## config.mk

```make
export PLATFORM = sky130hd
export DESIGN_NAME = window_gen
export DESIGN_NICKNAME = d
export VERILOG_FILES = /design/src/rtl/window_gen.sv
export SDC_FILE = /design/constraint.sdc
export NUM_CORES = 2
export LEC_CHECK = 0
export BUFFER_PORTS_ARGS = -buffer_cell sky130_fd_sc_hd__buf_2
export CAP_MARGIN = 20
export CORE_MARGIN = 2
export CORE_UTILIZATION = 45
export DETAILED_ROUTE_END_ITERATION = 8
export GPL_ROUTABILITY_DRIVEN = 0
export PLACE_DENSITY_LB_ADDON = 0.3
export RECOVER_POWER = 25
export SLEW_MARGIN = 20
export SYNTH_ARGS = -nofsm -noshare
export SYNTH_HDL_FRONTEND = slang
export SYNTH_SLANG_ARGS = --single-unit
```

## constraint.sdc

```tcl
create_clock -name clk -period 4.9 [get_ports clk]
set_input_delay 0.49 -clock clk [delete_from_list [all_inputs] [get_ports clk]]
set_output_delay 0.49 -clock clk [all_outputs]
set_load 0.005 [all_outputs]
```

## src/rtl/window_gen.sv

```systemverilog
// Sliding 5x5 window generator over a raster-order pixel stream.
// Four line buffers hold the previous rows. A 5x5 shift register forms the
// window. A separate output register presents completed windows downstream
// with valid/ready handshaking.
module window_gen #(
  parameter int IMG_W = 32,
  parameter int IMG_H = 32
) (
  input  logic         clk,
  input  logic         rst,
  input  logic         in_valid,
  input  logic [7:0]   in_pix,
  output logic         in_ready,
  output logic         out_valid,
  input  logic         out_ready,
  output logic [199:0] win_out,
  output logic         out_last
);

  localparam int CW = (IMG_W > 1) ? $clog2(IMG_W) : 1;
  localparam int RW = (IMG_H > 1) ? $clog2(IMG_H) : 1;
  localparam logic [CW-1:0] COL_MAX  = CW'(IMG_W - 1);
  localparam logic [RW-1:0] ROW_MAX  = RW'(IMG_H - 1);
  localparam logic [CW-1:0] COL_FULL = CW'(4);
  localparam logic [RW-1:0] ROW_FULL = RW'(4);

  logic [CW-1:0]  col_q, col_d;
  logic [RW-1:0]  row_q, row_d;
  logic           out_valid_q, out_valid_d;
  logic           out_last_q, out_last_d;
  logic [199:0]   win_out_q, win_out_d;
  logic [199:0]   win_q, win_d;

  // lb_q[0] holds the row directly above the current one; lb_q[3] holds the row four above.
  logic [7:0]     lb_q [4][IMG_W];
  logic [7:0]     col_pix [5];

  logic           accept;
  logic           produce;
  logic           at_row_end;
  logic           at_frame_end;

  // Handshake: accept a pixel only when any pending window can drain this cycle.
  always_comb begin
    in_ready     = !rst && (!out_valid_q || out_ready);
    accept       = in_valid && in_ready;
    at_row_end   = (col_q == COL_MAX);
    at_frame_end = at_row_end && (row_q == ROW_MAX);
    produce      = accept && (row_q >= ROW_FULL) && (col_q >= COL_FULL);
  end

  // Build the new rightmost window column and shift the window left on acceptance.
  always_comb begin
    col_pix[0] = lb_q[3][col_q];
    col_pix[1] = lb_q[2][col_q];
    col_pix[2] = lb_q[1][col_q];
    col_pix[3] = lb_q[0][col_q];
    col_pix[4] = in_pix;
    win_d      = win_q;
    if (accept) begin
      for (int r = 0; r < 5; r++) begin
        for (int c = 0; c < 4; c++) begin
          win_d[(r*5+c)*8 +: 8] = win_q[(r*5+c+1)*8 +: 8];
        end
        win_d[(r*5+4)*8 +: 8] = col_pix[r];
      end
    end
  end

  // Next-state for the raster counters and the output register.
  always_comb begin
    col_d       = col_q;
    row_d       = row_q;
    out_valid_d = out_valid_q;
    out_last_d  = out_last_q;
    win_out_d   = win_out_q;
    if (out_valid_q && out_ready) begin
      out_valid_d = 1'b0;
      out_last_d  = 1'b0;
    end
    if (accept) begin
      if (at_row_end) begin
        col_d = '0;
        row_d = at_frame_end ? '0 : row_q + RW'(1);
      end else begin
        col_d = col_q + CW'(1);
      end
    end
    if (produce) begin
      out_valid_d = 1'b1;
      out_last_d  = at_frame_end;
      win_out_d   = win_d;
    end
  end

  // Control and output registers with synchronous reset.
  always_ff @(posedge clk) begin
    if (rst) begin
      col_q       <= '0;
      row_q       <= '0;
      out_valid_q <= 1'b0;
      out_last_q  <= 1'b0;
      win_out_q   <= '0;
    end else begin
      col_q       <= col_d;
      row_q       <= row_d;
      out_valid_q <= out_valid_d;
      out_last_q  <= out_last_d;
      win_out_q   <= win_out_d;
    end
  end

  // Pixel storage is never reset; a window is only published once every element is from this frame.
  always_ff @(posedge clk) begin
    win_q <= win_d;
    if (accept) begin
      lb_q[3][col_q] <= lb_q[2][col_q];
      lb_q[2][col_q] <= lb_q[1][col_q];
      lb_q[1][col_q] <= lb_q[0][col_q];
      lb_q[0][col_q] <= in_pix;
    end
  end

  assign out_valid = out_valid_q;
  assign out_last  = out_last_q;
  assign win_out   = win_out_q;

endmodule

```

==> out/metrics.yaml <==
run_status: "finished with violations"
violations: "max-capacitance violations, max-slew violations"
p_int_mw: 19.7
worstSetupEndpointType: "flip-flop"
p_leak_nw: 19.6
gr-total-overflow: 0
avgSynthCellArea_sq_um: 15.1
final_cell_mix: "1024 x edfxtp_1, 466 x mux2i_1, 396 x dfxtp_1"
clk_pin_slew_worst_paths_ns: 0.06
placed_area_sq_um: 56400
critPathSlowestCell: "dfxtp_1"
period_share_pct: 79.6
hpwlAfterDp_mm: 83.1
htreeDepth: 4
crit_type: "flip-flop to flip-flop"
die_w_um: 347
path_common_cell: "buf_4"
synth_async_sr_flop_share_pct: 0
syn_nets: 3536
hold_viol: 0
vias_per_cell: 5.75
drt-total-wl_mm: 142
synth_cells: 3516
grt_pass1_vias: 29600
avgRoutedWirePerCell_um: 26.2
stdcell_area_sq_um: 60500
netlist_area_sq_um: 53100
rsz0062_at_grt: "false"
cts_hold_buffers: 0
clock_skew_ns: 0.0315
worst_pin_slew_ns: 2.57
comb_power_share_pct: 4.6
p_sw_mw: 5.38
dieArea_sq_um: 121000
final_common_cell: "edfxtp_1"
power_frac_seq_pct: 54.8
fin_setup_tns_ns: 0
final_antenna_net_count: 0
cts_tree: "yes"
drt_iter0_drc: 3000
port-buffer-count: 214
critPathLaunchType: "flip-flop"
post_cts_buffers: 0
die_h_um: 347
finalSetupViolCount: 0
core_sq_um: 118000
finalNonFillerCells: 5424
fmaxAchievable_mhz: 256
row_count: 126
first_pass_iters: 5
worstHoldPathType: "input pin to flip-flop"
cts_root_buf: "clkbuf_16"
syn_to_final_growth_pct: 13.9
r2r_slack_ns: 1.00
synth_ff_type: "edfxtp_1"
cpPeakStageDelay_ns: 0.64
synth.yosys.seq_area_share_pct: 72.9
clock_path_buffers: 3
cts.sinks: 1422
crit_chain: "buf_4 -> inv_1 -> nand4_1 -> buf_4 -> o22ai_1 -> nor4_2 -> nand2_1"
ir_drop_v: 0.000369
p_per_area_nw_per_um2: 415
switching_share_pct: 21.4
drcViolationCount: 0
yosys_register_bits: 1422
path_max_fanout: 32
cts-buffers-inserted: 139
maxCapViolCount: 9
pin_count: 215
drive_gt1_share_pct: 15.6
yosys.cell_types.count: 55
initial_core_util_pct: 45.1
required_ns: 5.16
hold_ws_ns: 0.165
placed_cells: 5174
worstSkewPairLatency_ns: 0.75
slew_headroom_pct: -71.3
slew_viol_final: 386
yosysWarnings: 0
grt.total_usage_pct: 23.1
finalCriticalPeriod_ns: 3.90
cp.arrival_ns: 4.16
cts_resized: 0
vias: 31200
synth-edff-count: 1024
antenna_found_initial: 10
grt_pass1_wl_mm: 205
fin_nets: 3799
grt_max_degree: 142
pwr-share-clk_pct: 40.6
[state kept, by name, summed over array words and instances, names as in the netlist]
signal	count
row_q	5
out_valid	1
win_q	186
win_out	200
col_q	5
out_last	1
lb_q	1024
[metal layers]
layer  track usage [%]  part of all wire [%]  wire [um]
met4              7.23                   2.8       4050
met1              31.4                    41      58300
met5                 0                 0.047         67
met2              37.5                    47      67500
met3              4.59                   8.7      12300
[through the flow]
step	total power, mW	worst slack [ns]	util, %
2_1_floorplan	14.7	0.582	-
3_3_place_gp	15.1	1.28	47.9
3_5_place_dp	15.1	1.14	47.9
4_1_cts	25.2	1.14	51.6
5_1_grt	25.8	0.655	51.4
6_report	25.1	1.00	51.4
[critical path, delay by kind of cell (launching register included)]
| family | cells | cell delay, ns |
|---|---|---|
| flops | 1 | 0.64 |
| compound gates | 1 | 0.13 |
| simple gates | 3 | 1.53 |
| buf+inv | 3 | 1.08 |
[worst paths after layout]
path	startpoint	to	depth (start not counted)
setup reg to reg	col_q[0]	lb_q[2][21]	7
setup / recovery	col_q[0]	lb_q[2][21]	7
hold / removal	out_ready	out_last	4
hold reg to reg	win_q[135]	win_q[135]	2
[power by group through the flow]
stage | clock, mW | combinational (mW) | sequential, mW
after global placement | 0 | 1.13 | 14.0
after global routing | 10.8 | 1.26 | 13.8
after detailed placement | 0 | 1.16 | 14.0
after CTS | 10.3 | 1.17 | 13.7
after floorplan | 0 | 0.848 | 13.8
final | 10.2 | 1.15 | 13.7
[cell families after synthesis]
group | share of synthesized area [%]
AOI/OAI and AO/OA | 4.97
adders and majority gates | 0.189
buffers and inverters | 2.50
DFF | 72.9
muxes | 11.8
and+or+nand+nor | 7.64
[cells in the mapped netlist (all sizes together) (2+ instances only)]
cell type	n	area, sq um
a2111oi	4	72.6
a211oi	6	45.0
a21oi	86	430
a22o	4	35.0
a31oi	51	319
and2	5	31.3
and3	7	43.8
and4	4	35.0
buf	150	1010
clkbuf	76	285
dfxtp	398	7970
edfxtp	1024	30700
ha	8	100
inv	7	26.3
mux2	101	1140
mux2i	466	4660
mux4	20	450
nand2	332	1250
nand2b	2	12.5
nand3	5	25.0
nand3b	4	30.0
nand4	5	31.3
nand4b	3	26.3
nand4bb	6	67.6
nor2	274	1030
nor2b	8	50.1
nor3	120	621
nor3b	3	27.5
nor4	57	672
o21ai	5	25.0
o21bai	25	188
o22a	3	26.3
o22ai	229	1440
o31a	3	26.3
or4	3	22.5
or4b	5	53.8
[final cells by class]
type | count | area, sq um
flip-flops and latches | 1422 | 38700
clock buffers | 199 | 3990
inverters | 7 | 26.3
fillers | 9778 | 57200
repair buffers | 348 | 2220
multi-input cells | 1861 | 13200
diodes | 2 | 5.00
clock inverters | 49 | 350
well taps | 1536 | 1920
Power figures use the tool's default switching activity.
